[src/rtl/multicycle_control_unit.sv]
// Multi-cycle control FSM: sequences fetch, decode, execute, memory and writeback
// over a shared ALU and unified memory port, with a memory-stall timeout and sticky trap.
module multicycle_control_unit #(
    parameter int unsigned ALUCTRL_W    = 3,
    parameter int unsigned ENABLE_JAL   = 1,
    parameter int unsigned WAIT_TIMEOUT = 0
) (
    input  logic                 clk,
    input  logic                 rst_n,
    input  logic [6:0]           op,
    input  logic [2:0]           funct3,
    input  logic                 funct7,
    input  logic                 ZeroF,
    input  logic                 SignF,
    input  logic                 mem_ready,
    output logic                 PCWrite,
    output logic                 AdrSrc,
    output logic                 MemWrite,
    output logic                 IRWrite,
    output logic                 RegWrite,
    output logic [1:0]           ResultSrc,
    output logic [1:0]           ALUSrcA,
    output logic [1:0]           ALUSrcB,
    output logic [1:0]           ImmSrc,
    output logic [ALUCTRL_W-1:0] ALUControl,
    output logic [3:0]           state,
    output logic                 trap,
    output logic [1:0]           trap_cause
);

    localparam int unsigned CNT_W = (WAIT_TIMEOUT > 0) ? $clog2(WAIT_TIMEOUT + 1) : 1;

    localparam logic [6:0] OP_LOAD   = 7'b0000011;
    localparam logic [6:0] OP_STORE  = 7'b0100011;
    localparam logic [6:0] OP_RTYPE  = 7'b0110011;
    localparam logic [6:0] OP_ITYPE  = 7'b0010011;
    localparam logic [6:0] OP_BRANCH = 7'b1100011;
    localparam logic [6:0] OP_JAL    = 7'b1101111;

    typedef enum logic [3:0] {
        S_FETCH    = 4'd0,
        S_DECODE   = 4'd1,
        S_MEMADR   = 4'd2,
        S_MEMREAD  = 4'd3,
        S_MEMWB    = 4'd4,
        S_MEMWRITE = 4'd5,
        S_EXECR    = 4'd6,
        S_EXECI    = 4'd7,
        S_ALUWB    = 4'd8,
        S_BRANCH   = 4'd9,
        S_JAL      = 4'd10,
        S_TRAP     = 4'd11
    } state_e;

    state_e           state_q, state_d;
    logic             trap_q, trap_d;
    logic [1:0]       cause_q, cause_d;
    logic [CNT_W-1:0] stall_q, stall_d;
    logic [2:0]       alu_dec;
    logic [2:0]       alu_ctl;
    logic             taken;
    logic             waiting;
    logic             timeout;
    logic             pc_write, ir_write, mem_write, reg_write;

    // funct3 selects the ALU op; only R-type with bit 30 set turns 000 into sub
    always_comb begin
        alu_dec = funct3;
        if (funct3 == 3'b000) begin
            alu_dec = (op[5] && funct7) ? 3'b010 : 3'b000;
        end
    end

    always_comb begin
        case (funct3)
            3'b000:  taken = ZeroF;
            3'b001:  taken = !ZeroF;
            3'b100:  taken = SignF;
            3'b101:  taken = !SignF;
            default: taken = 1'b0;
        endcase
    end

    assign waiting = ((state_q == S_FETCH) || (state_q == S_MEMREAD) || (state_q == S_MEMWRITE))
                     && !mem_ready;
    assign timeout = (WAIT_TIMEOUT != 0) && waiting && (stall_q == CNT_W'(WAIT_TIMEOUT));

    always_ff @(posedge clk or negedge rst_n) begin
        if (!rst_n) begin
            state_q <= S_FETCH;
            trap_q  <= 1'b0;
            cause_q <= 2'b00;
            stall_q <= '0;
        end else begin
            state_q <= state_d;
            trap_q  <= trap_d;
            cause_q <= cause_d;
            stall_q <= stall_d;
        end
    end

    always_comb begin
        state_d   = state_q;
        trap_d    = trap_q;
        cause_d   = cause_q;
        stall_d   = '0;
        pc_write  = 1'b0;
        ir_write  = 1'b0;
        mem_write = 1'b0;
        reg_write = 1'b0;
        AdrSrc    = 1'b0;
        ResultSrc = 2'b00;
        ALUSrcA   = 2'b00;
        ALUSrcB   = 2'b00;
        ImmSrc    = 2'b00;
        alu_ctl   = 3'b000;

        case (state_q)
            S_FETCH: begin
                ALUSrcB   = 2'b10;
                ResultSrc = 2'b10;
                pc_write  = mem_ready;
                ir_write  = mem_ready;
                if (mem_ready) state_d = S_DECODE;
            end
            S_DECODE: begin
                ALUSrcA = 2'b01;
                ALUSrcB = 2'b01;
                ImmSrc  = (op == OP_JAL) ? 2'b11 : 2'b10;
                case (op)
                    OP_LOAD, OP_STORE: state_d = S_MEMADR;
                    OP_RTYPE:          state_d = S_EXECR;
                    OP_ITYPE:          state_d = S_EXECI;
                    OP_BRANCH:         state_d = S_BRANCH;
                    OP_JAL: begin
                        if (ENABLE_JAL != 0) begin
                            state_d = S_JAL;
                        end else begin
                            state_d = S_TRAP;
                            cause_d = 2'b01;
                        end
                    end
                    default: begin
                        state_d = S_TRAP;
                        cause_d = 2'b01;
                    end
                endcase
            end
            S_MEMADR: begin
                ALUSrcA = 2'b10;
                ALUSrcB = 2'b01;
                ImmSrc  = op[5] ? 2'b01 : 2'b00;
                state_d = op[5] ? S_MEMWRITE : S_MEMREAD;
            end
            S_MEMREAD: begin
                AdrSrc = 1'b1;
                if (mem_ready) state_d = S_MEMWB;
            end
            S_MEMWB: begin
                ResultSrc = 2'b01;
                reg_write = 1'b1;
                state_d   = S_FETCH;
            end
            S_MEMWRITE: begin
                AdrSrc    = 1'b1;
                mem_write = 1'b1;
                if (mem_ready) state_d = S_FETCH;
            end
            S_EXECR: begin
                ALUSrcA = 2'b10;
                alu_ctl = alu_dec;
                state_d = S_ALUWB;
            end
            S_EXECI: begin
                ALUSrcA = 2'b10;
                ALUSrcB = 2'b01;
                alu_ctl = alu_dec;
                state_d = S_ALUWB;
            end
            S_ALUWB: begin
                reg_write = 1'b1;
                state_d   = S_FETCH;
            end
            S_BRANCH: begin
                ALUSrcA  = 2'b10;
                alu_ctl  = 3'b010;
                pc_write = taken;
                state_d  = S_FETCH;
            end
            S_JAL: begin
                ALUSrcA  = 2'b01;
                ALUSrcB  = 2'b10;
                pc_write = 1'b1;
                state_d  = S_ALUWB;
            end
            S_TRAP: begin
                state_d = S_TRAP;
            end
            default: begin
                state_d = S_FETCH;
            end
        endcase

        // a ready memory in the same cycle always wins over the timeout
        if (timeout) begin
            state_d = S_TRAP;
            cause_d = 2'b10;
        end else if (waiting && (WAIT_TIMEOUT != 0)) begin
            stall_d = stall_q + CNT_W'(1);
        end

        if (state_d == S_TRAP) trap_d = 1'b1;
    end

    // enables are forced low for the whole reset, even when it lands mid-instruction
    assign PCWrite    = pc_write & rst_n;
    assign IRWrite    = ir_write & rst_n;
    assign MemWrite   = mem_write & rst_n;
    assign RegWrite   = reg_write & rst_n;
    assign ALUControl = ALUCTRL_W'(alu_ctl);
    assign state      = state_q;
    assign trap       = trap_q;
    assign trap_cause = cause_q;

endmodule

[config.mk]
export PLATFORM = sky130hd
export DESIGN_NAME = multicycle_control_unit
export DESIGN_NICKNAME = d
export VERILOG_FILES = /design/src/rtl/multicycle_control_unit.sv
export SDC_FILE = /design/constraint.sdc
export NUM_CORES = 1
export LEC_CHECK = 0
export BUFFER_PORTS_ARGS = -buffer_cell sky130_fd_sc_hd__buf_4
export CELL_PAD_IN_SITES_DETAIL_PLACEMENT = 1
export CELL_PAD_IN_SITES_GLOBAL_PLACEMENT = 1
export CORE_UTILIZATION = 27
export CTS_CLUSTER_SIZE = 16
export DETAILED_ROUTE_END_ITERATION = 6
export PLACE_DENSITY = 0.72
export SKIP_CTS_REPAIR_TIMING = 1
export SLEW_MARGIN = 10
export SYNTH_ARGS = -nofsm -noshare
export SYNTH_HDL_FRONTEND = slang
export SYNTH_SLANG_ARGS = --single-unit
[constraint.sdc]
create_clock -name clk -period 1.4 [get_ports clk]
set_clock_uncertainty 0.15 [all_clocks]
set_input_delay 0.07 -clock clk [delete_from_list [all_inputs] [get_ports clk]]
set_output_delay 0.07 -clock clk [all_outputs]
set_load 0.01 [all_outputs]
### Word level (Yosys, flattened, before mapping)

Cells that the tools add are included.

| word-level totals | value |
|---|---|
| register bits after elaboration | 6 |
| latch bits | 0 |
| bits in writable memories | 0 |
| memory bits (read-only) | 0 |
| memories kept | 0 |

| cells by class | value |
|---|---|
| add/sub/neg operators | 0 |
| $mul | 0 |
| div/mod/pow operators | 0 |
| magnitude comparators | 0 |
| equal/unequal tests | 21 |
| shift-type cells | 0 |
| multiplexer cells | 21 |
| bitwise operators | 5 |
| reductions and logical operators | 16 |

Operators by type and width:

| kind | number |
|---|---|
| $pmux W4 S7 | 1 |
| $eq A4 B4 Y1 const B | 5 |
| $pmux W4 S5 | 1 |
| $eq A4 B3 Y1 const B | 4 |
| $pmux W2 S2 | 4 |
| $eq A7 B6 Y1 const B | 2 |
| $eq A7 B7 Y1 const B | 2 |
| $mux W4 | 3 |
| $reduce_or A2 Y1 | 6 |
| $eq A4 B2 Y1 const B | 2 |
| $eq A7 B2 Y1 const B | 1 |
| $eq A7 B5 Y1 const B | 1 |
| $eq A3 B3 Y1 const B | 2 |
| $mux W1 | 6 |
| $mux W3 | 2 |
| $pmux W3 S2 | 1 |
| $reduce_or A3 Y1 | 2 |
| $reduce_or A6 Y1 | 1 |
| $and A1 B1 Y1 | 4 |
| $eq A4 B1 Y1 const B | 1 |
| $logic_not A4 Y1 | 1 |
| $pmux W1 S4 | 1 |
| $reduce_or A4 Y1 | 1 |
| $eq A3 B1 Y1 const B | 1 |
| 7 further kinds | 8 |

### Depth between registers and ports, before layout

Gate-level depths: netlist of the first run.

| logic depth | value |
|---|---|
| depth after elaboration | 5 |
| mapped depth | 6 |
| depth with buffers taken out | 6 |

### Worst setup path after synthesis of the first run

No wires, ideal clock.

| timing | value |
|---|---|
| path type | reg-to-reg |
| start | register state_q[0] (netlist: state[0]) |
| end | register state_q[0] (netlist: state[0]) |
| library setup time | 0.132 ns |
| arrival time | 1.298 ns |
| data required time | 1.118 ns |
| slack | -0.180 ns |
| cell stages (with the launch flop) | 7 |
| path through | dfrtp_1 and2b_4 nand2_1 inv_1 o21ai_2 a21oi_1 or3b_1 |

| on the way | value |
|---|---|
| word-level cells in the longest chain between the ends | 3 |
| elaborated cells between the ends (all ways) | 14 |
| classes of those cells | 8 x eq/ne; 4 x mux; 2 x reduce/logical |

RTL lines:

| what | RTL line | source |
|---|---|---|
| from (decl) | 55 | `state_e state_q, state_d;` |
| from (signal assigned) | 95 | `state_q <= state_d;` |
| $eq A4 B4 Y1 / $eq A4 B3 Y1 (equally long branches) | 118 | `case (state_q)` |
| $reduce_or A3 Y1 (no line) | n/a |  |
| $pmux W4 S7 * | 118 |  |
| net state_d[0] | 55 |  |

Mark *: on every way through the listed nets, which the timed path passes. The rest lies on a longest branch.
A chain may end at the register's enable or synchronous reset.

### Final worst setup path of the first run

| timing | value |
|---|---|
| start | register state_q[3] (netlist: state[3]) |
| end | output port PCWrite |

| on the way | value |
|---|---|
| word-level cells in the longest chain between the ends | 3 |
| elaborated cells between the ends (all ways) | 5 |
| classes of those cells | 2 x eq/ne; 1 x mux; 1 x bitwise; 1 x reduce/logical |

RTL lines:

| what | RTL line | source |
|---|---|---|
| $eq A4 B4 Y1 / $logic_not A4 Y1 (equally long branches) | 118 |  |
| $pmux W1 S3 * | 118 |  |
| $and A1 B1 Y1 * | 216 | `assign PCWrite = pc_write & rst_n;` |
| to (decl) | 16 | `output logic PCWrite,` |

Mark *: on every way between the ends. The rest lies on a longest branch, timed or not.

==> results.sh, run 1 <==
export IMPL_crit_required_ps=1180
export IMPL_drc=0
export IMPL_cellPowerDensity_mw_per_mm2=2290
export IMPL_seq_area_um2=153
export IMPL_endpoint_kind="output port"
export IMPL_worstPathCellList="buf_6, buf_4, nand2_1, o21ai_0, a22oi_1, nor2b_1, buf_4"
export IMPL_crit_top_cell="buf_4"
export IMPL_htreeDepth=1
export IMPL_violations="negative setup slack"
export IMPL_cts_buffers=3
export IMPL_grt_pass1_vias=899
export IMPL_dpl_cell_area_mm2=0.00119
export IMPL_diodes=0
export IMPL_setup_violations=21
export IMPL_firstDrtPassIters=4
export IMPL_die_x_um=53.8
export IMPL_async_flop_share_pct=100
export IMPL_reg2reg_from="state[0]"
export IMPL_period_needed_ps=1780
export IMPL_seq_area_frac_synth_pct=20.7
export IMPL_p_leak_nw=0.734
export IMPL_fin_tns_setup_ps=-5300
export IMPL_fp_coreArea_mm2=0.00250
export IMPL_std_cell_rows=18
export IMPL_layout_nets=187
export IMPL_synthFlopType="dfrtp_1"
export IMPL_grt_ovfl_total=0
export IMPL_dieArea_mm2=0.00290
export IMPL_viasPerCell=5.41
export IMPL_cts_root_buf="clkbuf_4"
export IMPL_critPathLaunchType="register"
export IMPL_fin_crit_sh_pct=127
export IMPL_cts_max_path_buffers=2
export IMPL_grt_antenna_before_repair=0
export IMPL_fin_ws_ps=-383
export IMPL_grt_pass1_wl_mm=4.19
export IMPL_synth_cell_types=40
export IMPL_io_pin_count=39
export IMPL_drive_above_1_share_pct=60.4
export IMPL_synth_area_leaders="dfrtp_1 (21%), nor2_1 (7.8%), xnor2_1 (4.8%)"
export IMPL_avgRoutedWirePerCell_um=20.7
export IMPL_syn_num_nets=112
export IMPL_synth_cells=96
export IMPL_ff2ff_path_depth=7
export IMPL_yosys_area_top_type="dfrtp_1"
export IMPL_cap_viol_max_count=0
export IMPL_crit_path_top_delay_cell="dfrtp_2"
export IMPL_grtUsageMet3_pct=2.26
export IMPL_timing_fmax_ghz=0.561
export IMPL_critPathKind="register to output port"
export IMPL_vias=1076
export IMPL_status="complete, but fails checks"
export IMPL_irDropWorstVdd_mv=1.33
export IMPL_power_mw=3.54
export IMPL_multi_input_area_um2=667
export IMPL_final_max_slew_violation_count=0
export IMPL_clock_latency_ps=260
export IMPL_rsz0062_at_grt="true"
export IMPL_grt_max_degree=14
export IMPL_initialDrtViolationCount=12
export IMPL_wl_mm=4.13
export IMPL_hold_viol_final=0
export IMPL_met1_usage_pct=26.9
export IMPL_synth_area_per_cell_um2=7.56
export IMPL_portBuffers=37
export IMPL_synth_edf_count=0
export IMPL_design_area_mm2=0.00154
export IMPL_min_path_type="input port to async pin"
export IMPL_ant_nets=0
export IMPL_grt_usage_pct=20.4
export IMPL_dieHeight_um=53.8
export IMPL_globalplace_congestion=0.786
export IMPL_worstPathMaxFanout=6
export IMPL_initial_core_util_pct=29.0
export IMPL_fill_cells=303
export IMPL_hpwl_mm=2.18
export IMPL_reg2reg_slack_ps=-280
export IMPL_whs_ps=28.9
export IMPL_yosysTopAreaCellShare_pct=20.7
export IMPL_worstReg2RegEnd="state[0]"
export IMPL_met2_usage_pct=33.7
export IMPL_cts_tree="built"
export IMPL_grt_busiest_layer="met2"
export IMPL_area_growth_pct=113
export IMPL_critPathArrivalTime_ps=1560
export IMPL_cts_sinks=6
export IMPL_path_clk_slew_ps=60
export IMPL_synth_seq_cells=6
export IMPL_slowest_delay_ps=470
export IMPL_synth_area_um2=726
export IMPL_yosysWarningCount=0
[cell usage after synthesis (2+ instances only)]
cell type / n
xnor2_1: 4
dfrtp_1: 6
o21ai_0: 4
xor2_1: 2
and3_1: 4
buf_2: 4
a21boi_0: 2
nand2_1: 8
a31oi_1: 3
a21oi_1: 4
buf_4: 2
nor3_1: 2
nand2b_1: 4
inv_1: 3
nor2b_1: 3
nor2_1: 15
nand3b_1: 3
[metal layers]
layer  wire (um)  up-vias
li1            -      488
met1        1700      534
met2        2150       49
met3         224        5
met4          51        0
met5           0        -
[worst max path at each step]
stage | from | to | slack [ps]
3_5_place_dp | state[3] | trap | -200
2_1_floorplan | state[0] | state[0] | -80
3_3_place_gp | state[3] | trap | -140
4_1_cts | state[2] | PCWrite | -350
6_report | state[3] | PCWrite | -380
5_1_grt | state[3] | PCWrite | -450
[power by group]
group | total, mW | switching [mW] | internal (mW)
clock network | 0.184 | 0.0857 | 0.0986
registers | 0.346 | 0.0984 | 0.248
logic | 3.01 | 1.40 | 1.60
[layout make-up]
class / count / area share, %
clock buffer: 3 / 1.46
timing repair buffer: 76 / 42.1
tap: 30 / 2.43
inverter: 3 / 0.892
multi-input combinational: 81 / 43.2
sequential: 6 / 9.89
[state kept, by name, indices dropped and copies added, names as in the netlist]
| register | cells |
|---|---|
| trap | 1 |
| trap_cause | 1 |
| state | 4 |
[cells in the final DEF (no fill, tap or decap), types with 3 or more instances in the layout]
cell / instances
a31oi_1: 3
dfrtp_1: 4
nand2b_1: 3
nand2_1: 6
buf_4: 59
clkbuf_4: 3
nand3b_1: 3
a21oi_1: 3
buf_6: 13
and3_1: 4
nor2_1: 13
[cell families (layout without fill, tap and decap cells)]
kind of cell              Yosys count  in the layout  synth area share, %
and+or+nand+nor                    50             50                 40.5
AOI/OAI and AO/OA                  22             22                 21.7
buffers and inverters               9             82                 6.38
xor gates and xnor gates            6              6                 7.24
DFF                                 6              6                 20.7
muxes                               2              2                 2.93
other                               1              1                0.517
[per-stage QoR]
step / setup WS (ps) / utilization [%] / std cells
floorplan: -84.4 / - / 96
global placement: -144 / 47.6 / 180
detailed placement: -202 / 47.6 / 180
CTS: -355 / 48.5 / 183
global route: -451 / 61.7 / 199
finish: -383 / 61.7 / 199
[critical path, delay by kind of cell (launching register included)]
kind | cells | cell delay [ps]
AND/OR/NAND/NOR | 2 | 140
flip-flops | 1 | 470
buffers and inverters | 3 | 430
AO/OA/AOI/OAI | 2 | 260
No activity file was read; power rests on OpenSTA's default activity.
==> run 2: changes to the inputs <==
==> constraint.sdc (replaced) <==
create_clock -name clk -period 1.4 [get_ports clk]
set_clock_uncertainty 0.15 [all_clocks]
set_input_delay 0.14 -clock clk [delete_from_list [all_inputs] [get_ports clk]]
set_output_delay 0.14 -clock clk [all_outputs]
set_load 0.01 [all_outputs]
==> run 2 against run 1 <==
The run still ends with negative setup slack left. Global-route usage grew 2.5 points. Combinational power decreased by 4%. Die area stayed put. Fmax is 2.5% lower. Sequential power grew 4%. Sequential share of layout area is 0.081 points higher. Core utilization is the same. Cell count fell by 0.50%. Clock-buffer cell count increased by 1. Design area unchanged. Largest cell class unchanged.
==> results.sh, run 2 (synthesized netlist as in run 1, its figures left out) <==
export IMPL_design_area_mm2=0.00154
export IMPL_largest_reg_flops=4
export IMPL_min_path_type="input port to register"
export IMPL_grtUsageMet3_pct=2.82
export IMPL_setup_violations=22
export IMPL_endpoint_kind="output port"
export IMPL_reg2reg_from="state[3]"
export IMPL_p_int_mw=1.84
export IMPL_dieArea_mm2=0.00290
export IMPL_power_switching_share_pct=46.3
export IMPL_power_frac_seq_pct=10.6
export IMPL_violations="negative setup slack"
export IMPL_firstDrtPassIters=4
export IMPL_critPathArrivalTime_ps=1540
export IMPL_portBuffers=37
export IMPL_met2_usage_pct=46.7
export IMPL_preCtsSetupSlack_ps=-180
export IMPL_fp_coreArea_mm2=0.00250
export IMPL_rsz0062_at_grt="true"
export IMPL_initial_core_util_pct=29.0
export IMPL_ant_nets=0
export IMPL_layout_nets=185
export IMPL_vias=1056
export IMPL_crit_required_ps=1110
export IMPL_path_clk_slew_ps=50
export IMPL_dieHeight_um=53.8
export IMPL_fin_crit_sh_pct=131
export IMPL_layout_commonest_cell="buf_4"
export IMPL_final_max_slew_violation_count=0
export IMPL_critPathLaunchType="register"
export IMPL_drc=0
export IMPL_crit_start="state[3]"
export IMPL_diodes=0
export IMPL_area_growth_pct=113
export IMPL_hold_viol_final=0
export IMPL_grt_max_degree=11
export IMPL_grt_pass1_wl_mm=4.67
export IMPL_cts_buffers=3
export IMPL_endpoint="PCWrite"
export IMPL_reg2reg_slack_ps=-390
export IMPL_avgRoutedWirePerCell_um=21.6
export IMPL_clock_latency_ps=240
export IMPL_switchingPower_mw=1.59
export IMPL_viasPerCell=5.33
export IMPL_cts_tree="built"
export IMPL_worstReg2RegEnd="trap"
export IMPL_cts_max_path_buffers=2
export IMPL_fill_cells=304
export IMPL_critPathKind="register to output port"
export IMPL_grt_pass1_vias=1033
export IMPL_io_pin_count=39
export IMPL_globalplace_congestion=0.781
export IMPL_fin_ws_ps=-430
export IMPL_drive_above_1_share_pct=63.7
export IMPL_cts_sinks=6
export IMPL_cap_viol_max_count=0
export IMPL_grt_ovfl_total=0
export IMPL_worstPathMaxFanout=6
export IMPL_grt_usage_pct=22.9
export IMPL_wl_mm=4.28
export IMPL_p_clk_share_pct=5.0
export IMPL_combPwrFrac_pct=84.4
export IMPL_period_needed_ps=1830
export IMPL_die_x_um=53.8
export IMPL_status="complete, but fails checks"
export IMPL_grt_busiest_layer="met2"
export IMPL_layout_cells_most_common_list="buf_4 (54), buf_6 (19), nor2_1 (10), nand2_1 (7), xnor2_1 (4)"
export IMPL_met1_usage_pct=24.2
export IMPL_hpwl_mm=2.49
export IMPL_dpl_cell_area_mm2=0.00123
export IMPL_timing_fmax_ghz=0.547
export IMPL_initialDrtViolationCount=14
export IMPL_std_cell_rows=18
export IMPL_htreeDepth=1
export IMPL_irDropWorstVdd_mv=1.62
export IMPL_ff2ff_path_depth=6
export IMPL_cts_root_buf="clkbuf_4"
export IMPL_cellPowerDensity_mw_per_mm2=2220
export IMPL_grt_antenna_before_repair=0
export IMPL_p_leak_nw=0.718
[run 2: metal layers]
| layer | up-vias | wire, um |
|---|---|---|
| met2 | 41 | 2340 |
| met4 | 0 | 151 |
| met3 | 14 | 185 |
| met5 | - | 0 |
| met1 | 518 | 1600 |
| li1 | 483 | - |
[run 2: power groups by stage]
stage / Sequential [mW] / Combinational [mW] / Clock, mW
floorplan: 0.361 / 1.01 / 0
global placement: 0.337 / 1.91 / 0
detailed placement: 0.348 / 1.99 / 0
CTS: 0.349 / 2.01 / 0.179
global route: 0.371 / 3.04 / 0.189
finish: 0.361 / 2.89 / 0.172
[run 2: critical path, cell delays in order (launching register included)]
cell and delay [ps]:
dfrtp_2 440, nand2b_4 190, buf_4 150, o21ai_1 180, a22oi_1 90, nor2b_1 120
buf_4 130
[run 2: area by class of cell]
| class | count | area (um2) | area share (%) |
|---|---|---|---|
| multi-input cells | 81 | 682 | 44.2 |
| repair buffers | 74 | 629 | 40.8 |
| flip-flops and latches | 6 | 154 | 9.98 |
| well taps | 30 | 37.5 | 2.43 |
| clock buffers | 4 | 26.3 | 1.70 |
| inverters | 3 | 13.8 | 0.892 |
[run 2: metrics by stage]
| stage | TNS (ps) | util [%] | hold slack [ps] | std cells | total power [mW] |
|---|---|---|---|---|---|
| 2_1_floorplan | -132 | - | -306 | 96 | 1.37 |
| 3_3_place_gp | -471 | 49.1 | -184 | 184 | 2.25 |
| 3_5_place_dp | -891 | 49.1 | -181 | 184 | 2.34 |
| 4_1_cts | -5140 | 50.2 | -446 | 188 | 2.54 |
| 5_1_grt | -6900 | 61.7 | 144 | 198 | 3.60 |
| 6_report | -5750 | 61.7 | 143 | 198 | 3.42 |
[run 2: worst min-delay path by stage]
stage	from	depth (start not counted)	endpoint	slack, ps
after CTS	rst_n	1	trap_cause[0]	-450
after global routing	op[4]	4	state[2]	140
after floorplan	rst_n	0	state[0]	-310
after detailed placement	rst_n	1	state[1]	-180
after global placement	rst_n	1	trap_cause[0]	-180
final	op[4]	4	state[2]	140
==> run 3: changes to the inputs <==
--- a/config.mk
+++ b/config.mk
@@ -17,3 +17,4 @@
 export SYNTH_ARGS = -nofsm -noshare
 export SYNTH_HDL_FRONTEND = slang
 export SYNTH_SLANG_ARGS = --single-unit
+export TNS_END_PERCENT = 30
==> run 3 against run 2 <==
The run still ends with negative setup slack left. Non-clock buffer count down 4. Global-route usage down 2.7 points. Sequential cell count unchanged.
==> results.sh, run 3 (synthesized netlist as in run 1, its figures left out) <==
export IMPL_wl_mm=3.00
export IMPL_vias=987
export IMPL_violations="negative setup slack"
export IMPL_grt_ovfl_total=0
export IMPL_power_frac_seq_pct=12.0
export IMPL_min_path_type="input port to register"
export IMPL_portBuffers=37
export IMPL_fp_coreArea_mm2=0.00250
export IMPL_switchingPower_mw=1.26
export IMPL_rsz0062_at_grt="true"
export IMPL_grt_max_degree=11
export IMPL_preCtsSetupSlack_ps=-201
export IMPL_ff2ff_path_depth=7
export IMPL_dieArea_mm2=0.00290
export IMPL_post_route_util_pct=56.3
export IMPL_cts_tree="built"
export IMPL_viasPerCell=5.09
export IMPL_area_growth_pct=93.8
export IMPL_critPathKind="register to output port"
export IMPL_ant_nets=0
export IMPL_avgRoutedWirePerCell_um=15.5
export IMPL_grt_pass1_wl_mm=4.16
export IMPL_p_int_mw=1.63
export IMPL_cts_buffers=3
export IMPL_p_leak_nw=0.675
export IMPL_cts_root_buf="clkbuf_4"
export IMPL_slowest_delay_ps=380
export IMPL_crit_start="state[1]"
export IMPL_cap_viol_max_count=0
export IMPL_worstReg2RegEnd="state[0]"
export IMPL_path_clk_slew_ps=60
export IMPL_multi_input_area_um2=597
export IMPL_initialDrtViolationCount=19
export IMPL_hpwl_mm=2.17
export IMPL_layout_nets=181
export IMPL_initial_core_util_pct=29.0
export IMPL_worstPathMaxFanout=7
export IMPL_layout_commonest_cell="buf_4"
export IMPL_worstPathCellList="buf_6, nand4bb_1, nor2_1, a22oi_1, nor2b_1, buf_4"
export IMPL_irDropWorstVdd_mv=1.32
export IMPL_diodes=0
export IMPL_largest_reg_flops=4
export IMPL_layout_cells_most_common_list="buf_4 (55), buf_6 (14), nor2_1 (13), nand2_1 (7)"
export IMPL_p_clk_share_pct=6.6
export IMPL_timing_fmax_ghz=0.575
export IMPL_firstDrtPassIters=4
export IMPL_std_cell_rows=18
export IMPL_setup_violations=22
export IMPL_seq_area_um2=154
export IMPL_drc=0
export IMPL_io_pin_count=39
export IMPL_drive_above_1_share_pct=56.1
export IMPL_dieHeight_um=53.8
export IMPL_die_x_um=53.8
export IMPL_fin_crit_sh_pct=124
export IMPL_hold_viol_final=0
export IMPL_status="complete, but fails checks"
export IMPL_reg2reg_slack_ps=-270
export IMPL_combPwrFrac_pct=81.4
export IMPL_reg2reg_from="state[0]"
export IMPL_globalplace_congestion=0.869
export IMPL_period_needed_ps=1740
export IMPL_clock_latency_ps=260
export IMPL_fill_cells=312
export IMPL_fin_ws_ps=-338
export IMPL_final_max_slew_violation_count=0
export IMPL_cts_max_path_buffers=2
export IMPL_critPathLaunchType="register"
export IMPL_crit_required_ps=1110
export IMPL_power_switching_share_pct=43.5
export IMPL_grt_usage_pct=20.1
export IMPL_grt_antenna_before_repair=0
export IMPL_endpoint_kind="output port"
export IMPL_endpoint="PCWrite"
export IMPL_htreeDepth=1
export IMPL_power_mw=2.89
export IMPL_critPathArrivalTime_ps=1450
export IMPL_grt_pass1_vias=922
export IMPL_cellPowerDensity_mw_per_mm2=2050
export IMPL_cts_sinks=6
export IMPL_crit_path_top_delay_cell="dfrtp_1"
## run 3: area by class of cell
type	instances	share of cell area [%]
sequential	6	10.9
multi-input combinational	81	42.4
tap	30	2.67
timing repair buffer	70	41.3
inverter	3	0.801
clock buffer	4	1.87
## run 3: through the flow
stage	area, um2	hold WS, ps	TNS, ps	instances
floorplan	747	-306	-167	96
detailed placement	1200	-183	-1160	182
global placement	1200	-185	-665	182
finish	1410	99.5	-4660	194
CTS	1230	-457	-5500	186
global route	1410	119	-6020	194
## run 3: critical path, delay by kind of cell (launching register included)
family                 cells  cell delay, ps
buffers and inverters      2             270
and+or+nand+nor            3             450
DFF                        1             380
AOI/OAI and AO/OA          1              90
## run 3: layer usage
metal | up-vias | global-route usage, % | share of wire, %
met5 | - | 0 | 0
met4 | 0 | 6.58 | 0.47
met3 | 4 | 2.82 | 4.4
met2 | 27 | 32.9 | 50
met1 | 477 | 26.8 | 45
li1 | 479 | - | -
## run 3: worst min path at each step
stage,endpoint,slack [ps],cells after the start,startpoint
global placement,trap_cause[0],-180,1,rst_n
finish,state[2],100,4,op[4]
floorplan,state[0],-310,0,rst_n
detailed placement,trap,-180,1,rst_n
global route,state[2],120,4,op[4]
CTS,trap,-460,1,rst_n
## run 3: power groups by stage
stage / clock network (mW) / logic, mW / registers [mW]
2_1_floorplan: 0 / 0.990 / 0.357
3_3_place_gp: 0 / 1.87 / 0.322
3_5_place_dp: 0 / 1.93 / 0.331
4_1_cts: 0.192 / 1.95 / 0.332
5_1_grt: 0.204 / 2.53 / 0.363
6_report: 0.190 / 2.35 / 0.347
